--- src/rtl/instruction_prefetch_queue.sv ---
// instruction_prefetch_queue
//
// Fetch stage that decouples the PC sequencer from instruction memory latency.
// Word fetches are issued over a req/gnt/rvalid handshake, returned words are
// buffered with their PCs in a DEPTH-entry in-order queue, and the head entry
// is presented to decode. Branch redirects flush the queue and squash every
// response still in flight.
//
// Optional feature: define FETCH_BOUNDS_CHECK_EN to suppress fetches at or
// beyond IMEM_WORDS*4 and raise the sticky fetchFault flag. Without the macro
// fetchFault is tied 0 and addresses wrap freely.
//
// Ports:
//   clk            in   rising-edge clock
//   reset          in   asynchronous active-low reset
//   haltSignal     in   stop issuing new fetches
//   hazardDetected in   decode stall, head entry is held
//   branchTaken    in   one-cycle redirect pulse
//   branchAddress  in   redirect target (bits [1:0] ignored)
//   imemReq        out  fetch request valid
//   imemAddr       out  word-aligned fetch address
//   imemGnt        in   memory accepts the request this cycle
//   imemRvalid     in   in-order response valid
//   imemRdata      in   response instruction word
//   instrValid     out  head entry valid
//   instruction    out  head instruction, 0 when empty
//   pc             out  head PC, 0 when empty
//   pcPlus4        out  pc + 4 (wrapping)
//   fetchFault     out  sticky out-of-bounds flag
module instruction_prefetch_queue #(
  parameter int unsigned              ADDRESSWIDTH = 32,
  parameter int unsigned              DATAWIDTH    = 32,
  parameter int unsigned              DEPTH        = 4,
  parameter logic [ADDRESSWIDTH-1:0]  RESET_PC     = '0,
  parameter int unsigned              IMEM_WORDS   = 1024
) (
  input  logic                    clk,
  input  logic                    reset,
  input  logic                    haltSignal,
  input  logic                    hazardDetected,
  input  logic                    branchTaken,
  input  logic [ADDRESSWIDTH-1:0] branchAddress,
  output logic                    imemReq,
  output logic [ADDRESSWIDTH-1:0] imemAddr,
  input  logic                    imemGnt,
  input  logic                    imemRvalid,
  input  logic [DATAWIDTH-1:0]    imemRdata,
  output logic                    instrValid,
  output logic [DATAWIDTH-1:0]    instruction,
  output logic [ADDRESSWIDTH-1:0] pc,
  output logic [ADDRESSWIDTH-1:0] pcPlus4,
  output logic                    fetchFault
);

  localparam int unsigned PW = $clog2(DEPTH);
  localparam int unsigned CW = PW + 1;

  typedef logic [PW-1:0] ptr_t;
  typedef logic [CW-1:0] cnt_t;

  logic [ADDRESSWIDTH-1:0] fetch_pc_q, fetch_pc_d;
  ptr_t                    rd_ptr_q, rd_ptr_d, wr_ptr_q, wr_ptr_d;
  ptr_t                    tag_rd_q, tag_rd_d, tag_wr_q, tag_wr_d;
  cnt_t                    count_q, count_d;
  cnt_t                    out_q, out_d;
  cnt_t                    drop_q, drop_d;

  logic [DATAWIDTH-1:0]    data_q [DEPTH];
  logic [ADDRESSWIDTH-1:0] qpc_q  [DEPTH];
  // PC of each in-flight request, consumed in the same order responses return.
  logic [ADDRESSWIDTH-1:0] tag_q  [DEPTH];

  logic [ADDRESSWIDTH-1:0] branch_tgt;
  logic [CW:0]             occupancy;
  logic                    space, want_issue, issue, accept, keep, pop, push;
  logic                    fault_q, in_range;

  assign branch_tgt = branchAddress & ~ADDRESSWIDTH'(3);
  // Buffered plus in-flight entries must never exceed the queue size, so every
  // response is guaranteed a slot.
  assign occupancy  = {1'b0, count_q} + {1'b0, out_q};
  assign space      = occupancy < (CW+1)'(DEPTH);
  assign want_issue = reset && !haltSignal && !branchTaken && !fault_q && space;

`ifdef FETCH_BOUNDS_CHECK_EN
  localparam logic [ADDRESSWIDTH+2:0] IMEM_BYTES = ((ADDRESSWIDTH+3)'(IMEM_WORDS)) << 2;
  logic tgt_in_range;

  assign in_range     = {3'b000, fetch_pc_q} < IMEM_BYTES;
  assign tgt_in_range = {3'b000, branch_tgt} < IMEM_BYTES;

  always_ff @(posedge clk or negedge reset) begin
    if (!reset) begin
      fault_q <= 1'b0;
    end else if (branchTaken) begin
      fault_q <= fault_q && !tgt_in_range;
    end else if (want_issue && !in_range) begin
      fault_q <= 1'b1;
    end
  end
`else
  // IMEM_WORDS only has meaning with the bounds check; the term is always 0.
  assign fault_q  = 1'b0 & (IMEM_WORDS == 0);
  assign in_range = 1'b1;
`endif

  assign imemReq    = want_issue && in_range;
  assign imemAddr   = fetch_pc_q;
  assign fetchFault = fault_q;

  assign issue  = imemReq && imemGnt;
  // A response with nothing outstanding cannot belong to us and is ignored.
  assign accept = imemRvalid && (out_q != '0);
  assign keep   = accept && !branchTaken && (drop_q == '0);
  assign pop    = instrValid && !hazardDetected && !branchTaken;
  assign push   = keep && ((count_q != CW'(DEPTH)) || pop);

  // Head mux: no bypass, a response reaches decode one cycle after it returns.
  assign instrValid  = (count_q != '0);
  assign instruction = instrValid ? data_q[rd_ptr_q] : '0;
  assign pc          = instrValid ? qpc_q[rd_ptr_q] : '0;
  assign pcPlus4     = pc + ADDRESSWIDTH'(4);

  always_comb begin
    fetch_pc_d = fetch_pc_q;
    rd_ptr_d   = rd_ptr_q;
    wr_ptr_d   = wr_ptr_q;
    tag_rd_d   = tag_rd_q;
    tag_wr_d   = tag_wr_q;
    count_d    = count_q;
    drop_d     = drop_q;
    out_d      = out_q + CW'(issue) - CW'(accept);

    if (issue) begin
      fetch_pc_d = fetch_pc_q + ADDRESSWIDTH'(4);
      tag_wr_d   = tag_wr_q + ptr_t'(1);
    end
    if (accept) begin
      tag_rd_d = tag_rd_q + ptr_t'(1);
    end

    if (branchTaken) begin
      // Everything still in flight after this cycle belongs to the old path.
      fetch_pc_d = branch_tgt;
      rd_ptr_d   = wr_ptr_q;
      count_d    = '0;
      drop_d     = out_q - CW'(accept);
    end else begin
      if (push) wr_ptr_d = wr_ptr_q + ptr_t'(1);
      if (pop)  rd_ptr_d = rd_ptr_q + ptr_t'(1);
      count_d = count_q + CW'(push) - CW'(pop);
      if (accept && (drop_q != '0)) drop_d = drop_q - CW'(1);
    end
  end

  always_ff @(posedge clk or negedge reset) begin
    if (!reset) begin
      fetch_pc_q <= RESET_PC;
      rd_ptr_q   <= '0;
      wr_ptr_q   <= '0;
      tag_rd_q   <= '0;
      tag_wr_q   <= '0;
      count_q    <= '0;
      out_q      <= '0;
      drop_q     <= '0;
    end else begin
      fetch_pc_q <= fetch_pc_d;
      rd_ptr_q   <= rd_ptr_d;
      wr_ptr_q   <= wr_ptr_d;
      tag_rd_q   <= tag_rd_d;
      tag_wr_q   <= tag_wr_d;
      count_q    <= count_d;
      out_q      <= out_d;
      drop_q     <= drop_d;
    end
  end

  // Storage is only ever read under a valid count, so it carries no reset.
  always_ff @(posedge clk) begin
    if (issue) begin
      tag_q[tag_wr_q] <= fetch_pc_q;
    end
    if (push) begin
      data_q[wr_ptr_q] <= imemRdata;
      qpc_q[wr_ptr_q]  <= tag_q[tag_rd_q];
    end
  end

endmodule
--- config.mk ---
export PLATFORM = sky130hd
export DESIGN_NAME = instruction_prefetch_queue
export DESIGN_NICKNAME = d
export VERILOG_FILES = /design/src/rtl/instruction_prefetch_queue.sv
export SDC_FILE = /design/constraint.sdc
export NUM_CORES = 1
export LEC_CHECK = 0
export CAP_MARGIN = 20
export CORE_ASPECT_RATIO = 1.4
export CORE_MARGIN = 4
export CORE_UTILIZATION = 55
export DETAILED_ROUTE_END_ITERATION = 16
export PLACE_DENSITY = 0.75
export SLEW_MARGIN = 25
export SYNTH_ARGS = -nofsm -noshare
export SYNTH_HDL_FRONTEND = slang
export SYNTH_SLANG_ARGS = --single-unit
--- constraint.sdc ---
create_clock -name clk -period 10.03 [get_ports clk]
set_input_delay 2.5075 -clock clk [delete_from_list [all_inputs] [get_ports clk]]
set_output_delay 2.5075 -clock clk [all_outputs]
set_load 0.05 [all_outputs]
# Word level (Yosys, flattened, before mapping)
# Memories as Yosys holds them, arrays and structs flattened.
# Cells that the tools add are included.
# W data, S select, Z words.
# word_totals
n_memories	3
reg_bits	49
out_inout_bits	131
mem_bits_rw	384
input_bits	71
# classes
add_sub_neg	13
n_reduce_logical	23
n_eq_ne	1
n_mux	13
bitwise_logic	1
magnitude_cmp	1
# memory_table
memory	words	word_bits	rd	rd_ports_with_merged_regs	write_ports	line_no	text
data_q	4	32	1	0	1	68	logic [DATAWIDTH-1:0] data_q [DEPTH];
qpc_q	4	32	1	0	1	69	logic [ADDRESSWIDTH-1:0] qpc_q [DEPTH];
tag_q	4	32	1	0	1	71	logic [ADDRESSWIDTH-1:0] tag_q [DEPTH];
# ops
op	count
$mux W32	4
$add A32 B3 Y32 const B	2
$logic_and A1 B1 Y1	11
$mux W3	3
$reduce_bool A3 Y1	3
$sub A3 B1 Y3	3
$add A2 B1 Y2 const B	4
$add A3 B1 Y3	2
$reduce_bool A2 Y1	3
$add A3 B3 Y4	1
$lt A4 B3 Y1 const B	1
$mux W1	4
$mux W2	2
$logic_not A1 Y1	3
$logic_not A3 Y1	1
$ne A3 B3 Y1 const B	1
$sub A3 B1 Y3 const B	1
$reduce_and A2 Y1	1
$logic_or A1 B1 Y1	1
$not A1 Y1	1

# Logic depth before layout (Yosys ltp)
# Gate-level depths: netlist (run 1).
# logic_depth
word_depth	8
mapped_depth	12
mapped_depth_nobuf	12

# Least setup slack after synthesis (run 1)
# Ideal clock, no wire load.
# synth_path
kind	reg-to-output
start	register count_q[1]
end	output port pcPlus4[28]
arrival_time_ns	4.382
path_buffers	2
path_slack_ns	3.140
path_stages_with_launch	13
t_required_ns	7.523
path_cell_list	dfrtp_1 -> nor3_2 -> clkinv_1 -> clkbuf_1 -> clkbuf_1 -> nand2_1 -> inv_1 -> ha_1 -> nand2_1 -> nor3_4 -> nand4_4 -> nor4_1 -> xor2_1
# synth_between
elab_chain_cells	3
# synth_rtl
item	line_no	text
from (decl)	64	cnt_t count_q, count_d;
from (signal assigned)	172	count_q <= count_d;
$reduce_bool A3 Y1	119	assign instrValid = (count_q != '0);
named net instrValid	48	output logic instrValid,
$mux W32	121	assign pc = instrValid ? qpc_q[rd_ptr_q] : '0;
named net pc[2]	50	output logic [ADDRESSWIDTH-1:0] pc,
$add A32 B3 Y32	122	assign pcPlus4 = pc + ADDRESSWIDTH'(4);
to (decl)	51	output logic [ADDRESSWIDTH-1:0] pcPlus4,
# The timed path passes the listed nets, and every way through them passes these cells.

# Worst setup path after layout (run 1)
# layout_path
start	register rd_ptr_q[0]
end	output port pcPlus4[28]
# layout_between
elab_chain_cells	3
# layout_rtl
item	line_no	text
from (decl)	62	ptr_t rd_ptr_q, rd_ptr_d, wr_ptr_q, wr_ptr_d;
from (signal assigned)	168	rd_ptr_q <= rd_ptr_d;
$mem_v2 Z4 W32	-	
$mux W32	121	
$add A32 B3 Y32	122	
# Every way passes these cells.

==> summary.log, run 1 <==
INFO  placed_design  gp_congestion=0.797
INFO  clock_tree     clock-sinks=415
INFO  grt            grt_max_degree=63
INFO  worst_setup_path critPathKind=flop to output pin
INFO  worst_setup_path cp_max_fo=46
INFO  synthesis      synth_seq_area_share=0.697
INFO  floorplanning  placeableCoreArea=31,500squm
INFO  grt            grt_antenna_before_repair=0
INFO  clock_tree     clk-insertion-delay-late=0.52ns
INFO  clock_tree     worst_setup_hold_path_clk_slew=0.06ns
INFO  synthesis      synth_most_common_cell=sky130_fd_sc_hd__edfxtp_1
INFO  grt            grt_remaining_overflow=0
INFO  timing         final-hold-violation-count=0
INFO  status         run_status=finished, final reports clean
INFO  synthesis      synth_edf_count=368
INFO  worst_setup_path critPathArrivalTime=4.78ns
INFO  worst_setup_path setup.worst_path.end_class=output pin
INFO  clock_tree     clk_root_buffer_cell=sky130_fd_sc_hd__clkbuf_16
INFO  clock_tree     numCtsBuffers=38
INFO  synthesis      syn_inst=1,017
INFO  clock_tree     cts_max_level=2
INFO  timing         final_critical_path_required_period=7.28ns
INFO  worst_setup_path reg2reg_slack=6.81ns
INFO  detailed_routing antenna_left=0
INFO  detailed_routing detailedRoute.firstIterationViolations=640
INFO  flow_run       max_cap_viol_count=0
INFO  worst_setup_path startpoint_type=flop
INFO  timing         final-setup-viol-count=0
INFO  clock_tree     tritoncts=done
INFO  worst_setup_path worst-endpoint-required=7.52ns
INFO  detailed_routing first_pass_iters=5
INFO  floorplanning  die_h=219microns
INFO  min_path       min_path_type=flop to flop
INFO  grt            global_route_wire_length_before_repair=56,000microns
INFO  synthesis      synth_area_leader_cell=sky130_fd_sc_hd__edfxtp_1
INFO  grt            global_route.usage.total=0.204
INFO  placed_design  buffer_ports.inserted=192
INFO  synthesis      synth.top_cells.by_area=sky130_fd_sc_hd__edfxtp_1, sky130_fd_sc_hd__mux4_2, sky130_fd_sc_hd__dfrtp_1
INFO  detailed_routing wl_per_cell=21.3microns
INFO  layout         post_route_cells_drive_above_1_share=0.149
INFO  timing         timing_max_transition_violations_final=0
INFO  layout         layout-area-overhead-vs-synth=20.0%
INFO  synthesis      synth_area=17,500squm
INFO  layout         n_antenna_cell=0
INFO  timing         maxSlewHeadroom=0.361
INFO  clock_tree     cts_post_setup_buffers_inserted=0
INFO  placed_design  dp_hpwl=21,900microns
INFO  timing         fin_crit_sh=0.726
INFO  synthesis      postSynthAreaPerCell=17.3squm
INFO  detailed_routing route.detailed.drc=0
INFO  timing         worst_slew_pin_slew=0.959ns
INFO  layout         design.final.nets=1,309
INFO  detailed_routing routed_vias_inst=5.83
INFO  synthesis      yosys.area.top_type_share=0.630
INFO  floorplanning  pin_count=202
INFO  synthesis      synth_cell_types=61
INFO  floorplanning  core.rowCount=77
INFO  clock_tree     clock_tree.buffer_depth=3
INFO  timing         grt_setup_unrepaired=no
INFO  timing         setup_total_negative_slack=0ns
INFO  floorplanning  design.die.area=34,900squm
INFO  synthesis      ys_top_cells_by_count=sky130_fd_sc_hd__edfxtp_1, sky130_fd_sc_hd__nand2_1, sky130_fd_sc_hd__mux4_2
INFO  power_and_ir_drop power.leakage=7.25nW
INFO  power_and_ir_drop power_density=266nW/um^2
INFO  synthesis      synth_async_sr_flop_share=0.113
INFO  timing         clock-skew-final=0.0158ns
INFO  layout         utilization=0.668
INFO  timing         fmaxAchievable=137MHz
INFO  floorplanning  die_w=159microns
INFO  detailed_routing dr_total_vias=9,559
INFO  power_and_ir_drop vdd.ir_drop.worst=0.000236V
INFO  grt            via_count_of_the_first_global_routing_pass=9,986
INFO  synthesis      ys_warn_count=0
INFO  synthesis      synth_ff_type=sky130_fd_sc_hd__edfxtp_1
INFO  synthesis      postSynthRegisterBits=415
INFO  clock_tree     quantity_of_hold_fixing_buffers_added_after_cts=0
INFO  clock_tree     post_cts_resize_count=0
INFO  detailed_routing route.final.wire_length=34,900microns
INFO  floorplanning  initial_core_util=0.557
-- metal layers --
| layer | GRT usage | part of all wire |
|---|---|---|
| met1 | 0.272 | 0.41 |
| met4 | 0.0562 | 0.019 |
| met3 | 0.0363 | 0.057 |
| met5 | 0 | 0 |
| met2 | 0.354 | 0.51 |
-- report_power, final --
| part | switching, mW | leakage, nW | total, mW | internal, mW |
|---|---|---|---|---|
| sequential | 0.177 | 3.88 | 2.23 | 2.05 |
| clock | 0.596 | 0.589 | 1.39 | 0.796 |
| combinational | 1.21 | 2.78 | 1.99 | 0.780 |
-- state kept, by name, indices dropped and copies added (netlist names) --
register  flops
imemAddr     30
count_q       3
data_q      128
wr_ptr_q      2
tag_q       120
tag_wr_q      2
tag_rd_q      2
out_q         3
qpc_q       120
rd_ptr_q      2
drop_q        3
-- cell type report --
| type | instances | area, sq um |
|---|---|---|
| clock buffer | 48 | 1050 |
| clock inverter | 21 | 164 |
| fill | 2109 | 10500 |
| inverter | 34 | 128 |
| multi-input combinational | 523 | 4980 |
| sequential | 415 | 12200 |
| tap | 395 | 494 |
| timing repair buffer | 204 | 2000 |
-- cells by family (layout without fill, tap and decap cells) --
kind of cell	count (synthesis)	count (layout)	synth area share
simple gates	269	269	0.0853
other cells	1	7	0.000214
xor+xnor	46	46	0.0230
flops	415	415	0.697
compound gates	76	76	0.0279
buf+inv	85	307	0.0220
fa+ha+maj	22	22	0.0165
mux	103	103	0.128
-- placed cells by master (no fill, tap or decap), drive strengths merged, types with 8 or more instances in the layout --
cell type      count
dfrtp             47
clkinv            15
clkbuf            48
mux4              94
edfxtp           368
nand3             19
xnor2             24
nand4             16
o211ai             9
nor2              35
inv               35
nor4              11
o311ai             9
xor2              22
buf               14
and2              63
a21oi             13
nor3              10
nand2             87
o21ai             29
and3               8
ha                20
clkdlybuf4s50    190
-- metrics by stage --
| stage | area (sq um) | power, mW | setup slack [ns] | cells | hold WS (ns) |
|---|---|---|---|---|---|
| 6_report | 21100 | 5.61 | 2.75 | 1640 | 0.473 |
| 5_1_grt | 21100 | 5.87 | 2.37 | 1640 | 0.491 |
| 4_1_cts | 21000 | 5.67 | 2.61 | 1640 | 0.477 |
| 3_5_place_dp | 19800 | 4.27 | 3.12 | 1571 | 0.468 |
| 3_3_place_gp | 19800 | 4.23 | 3.11 | 1571 | 0.463 |
| 2_1_floorplan | 17600 | 3.66 | 3.14 | 1023 | 0.503 |
-- critical path: stages (launching register included) --
cell                              delay, ns
sky130_fd_sc_hd__dfrtp_4               1.01
sky130_fd_sc_hd__buf_4                 0.57
sky130_fd_sc_hd__mux4_1                0.43
sky130_fd_sc_hd__nand4_4               0.16
sky130_fd_sc_hd__nor3b_4               0.31
sky130_fd_sc_hd__nand4_4               0.18
sky130_fd_sc_hd__nor4_1                0.54
sky130_fd_sc_hd__xor2_1                0.19
sky130_fd_sc_hd__clkdlybuf4s50_1       0.82
-- worst paths after layout --
path	startpoint	endpoint	cells past startpoint
max in group asynchronous	reset	rd_ptr_q[1]	2
setup / recovery	rd_ptr_q[0]	pcPlus4[28]	8
hold reg to reg	tag_rd_q[1]	tag_rd_q[1]	1
setup reg to reg	count_q[1]	out_q[2]	11
hold / removal	tag_rd_q[1]	tag_rd_q[1]	1
min in group asynchronous	reset	imemAddr[27]	2
Power figures use the tool's default switching activity.
==> run 2, diff against run 1 <==
--- a/config.mk
+++ b/config.mk
@@ -8,9 +8,9 @@
 export CAP_MARGIN = 20
 export CORE_ASPECT_RATIO = 1.4
 export CORE_MARGIN = 4
-export CORE_UTILIZATION = 55
+export CORE_UTILIZATION = 51
 export DETAILED_ROUTE_END_ITERATION = 16
-export PLACE_DENSITY = 0.75
+export PLACE_DENSITY = 0.74
 export SLEW_MARGIN = 25
 export SYNTH_ARGS = -nofsm -noshare
 export SYNTH_HDL_FRONTEND = slang
==> constraint.sdc (replaced) <==
create_clock -name clk -period 6.6 [get_ports clk]
set_input_delay 1.65 -clock clk [delete_from_list [all_inputs] [get_ports clk]]
set_output_delay 1.65 -clock clk [all_outputs]
set_load 0.05 [all_outputs]
==> run 2 against run 1 <==
First-iteration DRC count increased by 15%. Design area increased by 0.99%. Highest routed layer unchanged. Via count increased by 0.51%. Cell count increased by 3.8%. Sequential share of layout area decreased by 0.58 points. Sequential cell count unchanged. Combinational power increased by 56%. Critical path depth decreased by 1. Setup slack got worse by 2.2 ns. Worst hold slack improved by 0.021 ns. Largest power group unchanged. Sequential power increased by 49%. Power increased by 55%. Critical endpoint is now pcPlus4[29].
==> summary.log, run 2 (synthesized netlist as in run 1, its figures left out) <==
INFO  timing         fmaxAchievable=166MHz
INFO  detailed_routing routed_vias_inst=5.65 [-3.1%]
INFO  worst_setup_path critPathKind=flop to output pin
INFO  clock_tree     cts_max_level=2 [unchanged]
INFO  timing         final_critical_path_required_period=6.01ns
INFO  detailed_routing route.detailed.drc=0 [unchanged]
INFO  grt            via_count_of_the_first_global_routing_pass=9,943 [-0.43%]
INFO  detailed_routing antenna_left=0 [unchanged]
INFO  layout         register_area=12,200squm [about the same]
INFO  worst_setup_path cp_max_fo=39 [-15%]
INFO  placed_design  dp_hpwl=23,400microns [+6.9%]
INFO  power_and_ir_drop vdd.ir_drop.worst=0.000248V [+5.2%]
INFO  timing         maxSlewHeadroom=0.442 [+0.0816]
INFO  placed_design  dpl_worst_slack=1.06ns [-2.05 ns]
INFO  layout         footprint_of_the_multi_input_gates=4980squm [unchanged]
INFO  power_and_ir_drop p_int=5.65mW [+56%]
INFO  power_and_ir_drop switching_share_of_total_power=0.351 [-0.00278]
INFO  timing         setup_ws=0.590ns [-2.16 ns]
INFO  power_and_ir_drop power_density=409nW/um^2 [+54%]
INFO  power_and_ir_drop sequentialPowerShare=0.382 [-0.015]
INFO  placed_design  post-place-cells=1,633 [+3.9%]
INFO  clock_tree     clock-sinks=415 [unchanged]
INFO  layout         post_route_cells_drive_above_1_share=0.156 [+0.00728]
INFO  power_and_ir_drop comb_power_share=0.357 [+0.002]
INFO  layout         n_antenna_cell=0 [unchanged]
INFO  layout         layout.cells.non_filler=1,702 [+3.8%]
INFO  grt            grt_remaining_overflow=0 [unchanged]
INFO  layout         layout.cells.most_common=sky130_fd_sc_hd__edfxtp_1
INFO  detailed_routing wl_per_cell=21.2microns [-0.42%]
INFO  worst_setup_path worst_r2r_startpoint=count_q[1]
INFO  layout         max_reg_flops=128 [unchanged]
INFO  detailed_routing route.final.wire_length=36,100microns [+3.3%]
INFO  floorplanning  design.die.area=37,500squm [+7.5%]
INFO  flow_run       max_cap_viol_count=0 [unchanged]
INFO  timing         worst_slew_pin_slew=0.837ns [-0.122 ns]
INFO  worst_setup_path crit_chain=buf_4, mux4_2, nor2_1, nand4_1, nor4_1, xor2_1, clkdlybuf4s50_1
INFO  clock_tree     quantity_of_hold_fixing_buffers_added_after_cts=0 [unchanged]
INFO  floorplanning  initial_core_util=0.516 [-0.0414]
INFO  timing         grt_setup_unrepaired=no
INFO  clock_tree     tritoncts=done
INFO  timing         clock-skew-final=0.0174ns [+0.00161 ns]
INFO  worst_setup_path startpoint_type=flop
INFO  detailed_routing dr_total_vias=9,608 [+0.51%]
INFO  floorplanning  pin_count=202 [unchanged]
INFO  power_and_ir_drop power.leakage=7.31nW [+0.91%]
INFO  layout         fill_cells=2,481 [+18%]
INFO  layout         layout-area-overhead-vs-synth=21.2%
INFO  detailed_routing detailedRoute.firstIterationViolations=733 [+15%]
INFO  worst_setup_path worst-endpoint-required=4.95ns [-2.57 ns]
INFO  power_and_ir_drop power_switching=3.05mW [+54%]
INFO  clock_tree     clk_root_buffer_cell=sky130_fd_sc_hd__clkbuf_16
INFO  placed_design  buffer_ports.inserted=192 [unchanged]
INFO  worst_setup_path worstSetupStartpoint=rd_ptr_q[1]
INFO  clock_tree     post_cts_resize_count=0 [unchanged]
INFO  clock_tree     worst_setup_hold_path_clk_slew=0.06ns [about the same]
INFO  worst_setup_path timing.critical_path.slowest_stage_cell=sky130_fd_sc_hd__clkdlybuf4s50_1
INFO  power_and_ir_drop finalPower=8.71mW [+55%]
INFO  detailed_routing first_pass_iters=5 [unchanged]
INFO  status         run_status=finished, final reports clean
INFO  worst_setup_path setup.worst_path.end_class=output pin
INFO  layout         finish.instance_area=21,300squm [+0.99%]
INFO  timing         timing_max_transition_violations_final=0 [unchanged]
INFO  clock_tree     clock_tree.buffer_depth=3 [unchanged]
INFO  clock_tree     clk-insertion-delay-late=0.53ns [about the same]
INFO  placed_design  gp_congestion=0.821 [+2.9%]
INFO  timing         setup_total_negative_slack=0ns [unchanged]
INFO  grt            grt_antenna_before_repair=0 [unchanged]
INFO  clock_tree     numCtsBuffers=39 [+2.6%]
INFO  timing         final-hold-violation-count=0 [unchanged]
INFO  floorplanning  die_h=227microns [+3.7%]
INFO  layout         top_register=data_q
INFO  timing         final-setup-viol-count=0 [unchanged]
INFO  timing         fin_crit_sh=0.911
INFO  floorplanning  core.rowCount=80 [+3.9%]
INFO  layout         commonest_non_fill_non_tap_cells_in_the_layout=sky130_fd_sc_hd__edfxtp_1, sky130_fd_sc_hd__clkdlybuf4s50_1, sky130_fd_sc_hd__nand2_1
INFO  min_path       timing.hold.worst.start=tag_rd_q[1]
INFO  grt            grt_max_degree=56 [-11%]
INFO  layout         utilization=0.625 [-0.0435]
INFO  grt            global_route.usage.total=0.195 [-0.00901]
INFO  layout         design.final.nets=1,316 [+0.53%]
INFO  placed_design  placed_cell_area=20,000squm [+0.63%]
INFO  power_and_ir_drop clock_power_share=0.261 [+0.013]
INFO  worst_setup_path critPathArrivalTime=4.36ns [-0.42 ns]
INFO  layout         reg.largest.list=data_q (128), qpc_q (120), tag_q (120)
INFO  timing         hold_ws=0.494ns [+0.0213 ns]
INFO  floorplanning  placeableCoreArea=34,000squm [+8.0%]
INFO  floorplanning  die_w=165microns [+3.7%]
INFO  clock_tree     cts_post_setup_buffers_inserted=0 [unchanged]
INFO  worst_setup_path critical-path-max-stage-delay=0.82ns [-0.19 ns]
INFO  min_path       min_path_type=flop to flop
INFO  grt            global_route_wire_length_before_repair=56,400microns [+0.75%]
-- run 2: changes by cell type in the layout (fill, tap and decap cells not counted), sizes merged --
cell and change:
clkbuf -3, buf +6, clkinv -3, bufinv +4, clkinvlp +2
-- run 2: area by class of cell --
type	count	share of cell area
inverter	34	0.00600
multi-input combinational	523	0.234
timing repair buffer	210	0.0969
clock buffer	45	0.0474
sequential	415	0.575
clock inverter	24	0.0136
tap	451	0.0265
-- run 2: worst max-delay path: cells and delay by family (launching register included) --
family / cells / cell delay (ns)
flip-flops: 1 / 0.78
buffers and inverters: 2 / 1.16
multiplexers: 1 / 0.59
AND/OR/NAND/NOR: 3 / 1.05
XOR/XNOR: 1 / 0.20
-- run 2: power by group through the flow --
stage          registers (mW)  logic, mW  clock network, mW
2_1_floorplan            3.32       2.24                  0
3_3_place_gp             3.38       3.09                  0
3_5_place_dp             3.39       3.13                  0
4_1_cts                  3.33       3.15               2.31
5_1_grt                  3.36       3.30               2.43
6_report                 3.33       3.11               2.27
-- run 2: worst paths after layout --
kind | to | slack [ns] | depth (start not counted)
hold reg to reg | tag_rd_q[1] | 0.49 | 1
max in group asynchronous | rd_ptr_q[0] | 4.83 | 2
hold / removal | tag_rd_q[1] | 0.49 | 1
setup reg to reg | out_q[2] | 3.45 | 11
setup / recovery | pcPlus4[29] | 0.59 | 7
min in group asynchronous | imemAddr[31] | 1.29 | 2
-- run 2: metal layers --
metal / track usage / share of wire
met3: 0.0299 / 0.057
met2: 0.335 / 0.52
met5: 0 / 0
met1: 0.264 / 0.41
met4: 0.0532 / 0.021
==> run 3, diff against run 2 <==
--- a/config.mk
+++ b/config.mk
@@ -8,9 +8,9 @@
 export CAP_MARGIN = 20
 export CORE_ASPECT_RATIO = 1.4
 export CORE_MARGIN = 4
-export CORE_UTILIZATION = 51
+export CORE_UTILIZATION = 45
 export DETAILED_ROUTE_END_ITERATION = 16
-export PLACE_DENSITY = 0.74
+export PLACE_DENSITY = 0.66
 export SLEW_MARGIN = 25
 export SYNTH_ARGS = -nofsm -noshare
 export SYNTH_HDL_FRONTEND = slang
==> run 3 against run 2 <==
Critical path depth up 3. Design area grew 0.30%. Sequential share of layout area decreased by 0.17 points. Power shrank 0.71%. Clock power shrank 3%. Worst hold slack better by 0.061 ns. Critical endpoint is now pcPlus4[28]. Highest routed layer unchanged.
==> summary.log, run 3 (synthesized netlist as in run 1, its figures left out) <==
INFO  floorplanning  design.die.area=42,300squm [+13%]
INFO  timing         fin_crit_sh=0.901 [-0.00969]
INFO  worst_setup_path critPathArrivalTime=4.30ns [-0.06 ns]
INFO  worst_setup_path crit_chain=mux4_1, nand2_1, inv_1, ha_1, nand2_1, nor3_4, nand4_4, nor4_1, xor2_1, clkdlybuf4s50_1
INFO  placed_design  gp_congestion=0.787 [-4.0%]
INFO  worst_setup_path critPathKind=flop to output pin
INFO  worst_setup_path crit_top_cell=sky130_fd_sc_hd__nand2_1
INFO  layout         reg.largest.list=data_q (128), qpc_q (120), tag_q (120)
INFO  worst_setup_path setup.worst_path.end_class=output pin
INFO  floorplanning  die_w=175microns [+6.1%]
INFO  grt            global_route_wire_length_before_repair=56,900microns [+0.86%]
INFO  layout         finish.instance_area=21,300squm [+0.30%]
INFO  worst_setup_path crit_family=simple AND/OR/NAND/NOR gates
INFO  clock_tree     worst_setup_hold_path_clk_slew=0.06ns [about the same]
INFO  timing         grt_setup_unrepaired=no
INFO  placed_design  dp_hpwl=23,800microns [+1.6%]
INFO  clock_tree     clock-sinks=415 [unchanged]
INFO  floorplanning  placeableCoreArea=38,500squm [+13%]
INFO  placed_design  buffer_ports.inserted=192 [unchanged]
INFO  detailed_routing detailedRoute.firstIterationViolations=746 [+1.8%]
INFO  layout         post_route_cells_drive_above_1_share=0.149 [-0.00651]
INFO  power_and_ir_drop sequentialPowerShare=0.389 [+0.007]
INFO  clock_tree     tritoncts=done
INFO  layout         design.final.nets=1,315 [-0.076%]
INFO  clock_tree     cts_post_setup_buffers_inserted=0 [unchanged]
INFO  timing         final-hold-violation-count=0 [unchanged]
INFO  timing         setup_total_negative_slack=0ns [unchanged]
INFO  placed_design  placed_cell_area=20,000squm [+0.35%]
INFO  power_and_ir_drop comb_power_share=0.356 [about the same]
INFO  grt            grt_remaining_overflow=0 [unchanged]
INFO  worst_setup_path cp_buf_inv_count=2 [unchanged]
INFO  worst_setup_path cp_max_fo=28 [-28%]
INFO  worst_setup_path worst-endpoint-required=4.95ns [about the same]
INFO  flow_run       max_cap_viol_count=0 [unchanged]
INFO  grt            global_route.usage.total=0.170 [-0.0255]
INFO  timing         maxSlewHeadroom=0.333 [-0.109]
INFO  worst_setup_path timing.critical_path.slowest_stage_cell=sky130_fd_sc_hd__clkdlybuf4s50_1
INFO  layout         top_register=data_q
INFO  power_and_ir_drop clock_power_share=0.256 [-0.005]
INFO  detailed_routing first_pass_iters=5 [unchanged]
INFO  detailed_routing dr_total_vias=9,567 [-0.43%]
INFO  power_and_ir_drop vdd.ir_drop.worst=0.000273V [+10%]
INFO  grt            grt_max_degree=63 [+13%]
INFO  clock_tree     quantity_of_hold_fixing_buffers_added_after_cts=0 [unchanged]
INFO  timing         hold_ws=0.555ns [+0.0606 ns]
INFO  clock_tree     numCtsBuffers=40 [+2.6%]
INFO  power_and_ir_drop power_switching=3.03mW [-0.58%]
INFO  layout         layout.cells.most_common=sky130_fd_sc_hd__edfxtp_1
INFO  status         run_status=finished, final reports clean
INFO  grt            grt_antenna_before_repair=0 [unchanged]
INFO  clock_tree     cts_max_level=2 [unchanged]
INFO  power_and_ir_drop switching_share_of_total_power=0.351 [+0.000459]
INFO  worst_setup_path critical-path-max-stage-delay=0.82ns [about the same]
INFO  clock_tree     clk_root_buffer_cell=sky130_fd_sc_hd__clkbuf_16
INFO  timing         fmaxAchievable=168MHz [+1.1%]
INFO  power_and_ir_drop power_density=405nW/um^2 [-1.0%]
INFO  layout         max_reg_flops=128 [unchanged]
INFO  detailed_routing route.detailed.drc=0 [unchanged]
INFO  layout         layout-area-overhead-vs-synth=21.5%
INFO  clock_tree     clk-insertion-delay-late=0.52ns [about the same]
INFO  min_path       min_path_type=flop to flop
INFO  timing         final-setup-viol-count=0 [unchanged]
INFO  detailed_routing wl_per_cell=20.3microns [-4.1%]
INFO  detailed_routing routed_vias_inst=5.39 [-4.5%]
INFO  timing         final_critical_path_required_period=5.95ns [-0.0639 ns]
INFO  timing         worst_slew_pin_slew=1.00ns [+0.163 ns]
INFO  floorplanning  initial_core_util=0.456 [-0.0598]
INFO  timing         timing_max_transition_violations_final=0 [unchanged]
INFO  power_and_ir_drop p_int=5.61mW [-0.78%]
INFO  clock_tree     clock_tree.buffer_depth=3 [unchanged]
INFO  clock_tree     post_cts_resize_count=0 [unchanged]
INFO  detailed_routing route.final.wire_length=36,100microns [about the same]
INFO  worst_setup_path startpoint_type=flop
INFO  layout         n_antenna_cell=0 [unchanged]
INFO  timing         clock-skew-final=0.00973ns [-0.00769 ns]
INFO  floorplanning  pin_count=202 [unchanged]
INFO  floorplanning  core.rowCount=85 [+6.3%]
INFO  floorplanning  die_h=242microns [+6.2%]
INFO  detailed_routing antenna_left=0 [unchanged]
INFO  layout         commonest_non_fill_non_tap_cells_in_the_layout=sky130_fd_sc_hd__edfxtp_1, sky130_fd_sc_hd__clkdlybuf4s50_1, sky130_fd_sc_hd__nand2_1
INFO  power_and_ir_drop power.leakage=7.31nW [about the same]
INFO  grt            via_count_of_the_first_global_routing_pass=9,909 [-0.34%]
==> run 3: layer usage <==
layer | vias up | global-route usage | part of all wire
met5 | - | 0 | 0
met4 | 0 | 0.0488 | 0.025
met3 | 55 | 0.0280 | 0.056
met2 | 330 | 0.288 | 0.50
met1 | 4824 | 0.228 | 0.42
li1 | 4358 | - | -
==> run 3: power by group through the flow <==
stage | sequential, mW | clock (mW) | combinational [mW]
5_1_grt | 3.39 | 2.38 | 3.27
3_3_place_gp | 3.41 | 0 | 3.07
6_report | 3.36 | 2.21 | 3.07
4_1_cts | 3.37 | 2.27 | 3.11
3_5_place_dp | 3.42 | 0 | 3.11
2_1_floorplan | 3.32 | 0 | 2.24
==> run 3: metrics by stage <==
step / utilization / total power [mW] / std cells / setup WS (ns)
6_report: 0.554 / 8.64 / 1774 / 0.654
5_1_grt: 0.554 / 9.05 / 1774 / 0.303
4_1_cts: 0.553 / 8.75 / 1773 / 0.526
3_5_place_dp: 0.520 / 6.53 / 1701 / 1.10
3_3_place_gp: 0.520 / 6.49 / 1701 / 1.12
2_1_floorplan: - / 5.56 / 1023 / 0.568
==> run 3: cell type report <==
cell class	instances	area (sq um)
sequential	415	12200
tap	522	653
clock inverter	26	215
multi-input combinational	523	4970
fill	3041	17200
clock buffer	46	1050
timing repair buffer	208	2060
inverter	34	128
==> run 3: path summary, 6_finish.rpt <==
path	start	end	slack [ns]	cells after the start
max reg2reg	count_q[1]	out_q[2]	3.47	11
min	wr_ptr_q[1]	rd_ptr_q[1]	0.55	2
min in group asynchronous	reset	imemAddr[19]	1.30	2
min reg2reg	wr_ptr_q[1]	rd_ptr_q[1]	0.55	2
max	rd_ptr_q[0]	pcPlus4[28]	0.65	10
max in group asynchronous	reset	rd_ptr_q[0]	4.79	2
==> run 3: worst reg2reg max path, cell delays in order (launching register included) <==
cell and delay [ns]:
sky130_fd_sc_hd__dfrtp_1 0.46, sky130_fd_sc_hd__ha_1 0.24, sky130_fd_sc_hd__nor4_1 0.32, sky130_fd_sc_hd__and4_1 0.23, sky130_fd_sc_hd__buf_4 0.27, sky130_fd_sc_hd__inv_2 0.27
sky130_fd_sc_hd__ha_1 0.37, sky130_fd_sc_hd__inv_1 0.04, sky130_fd_sc_hd__ha_1 0.18, sky130_fd_sc_hd__fa_1 0.38, sky130_fd_sc_hd__xnor2_1 0.15, sky130_fd_sc_hd__xnor2_1 0.13
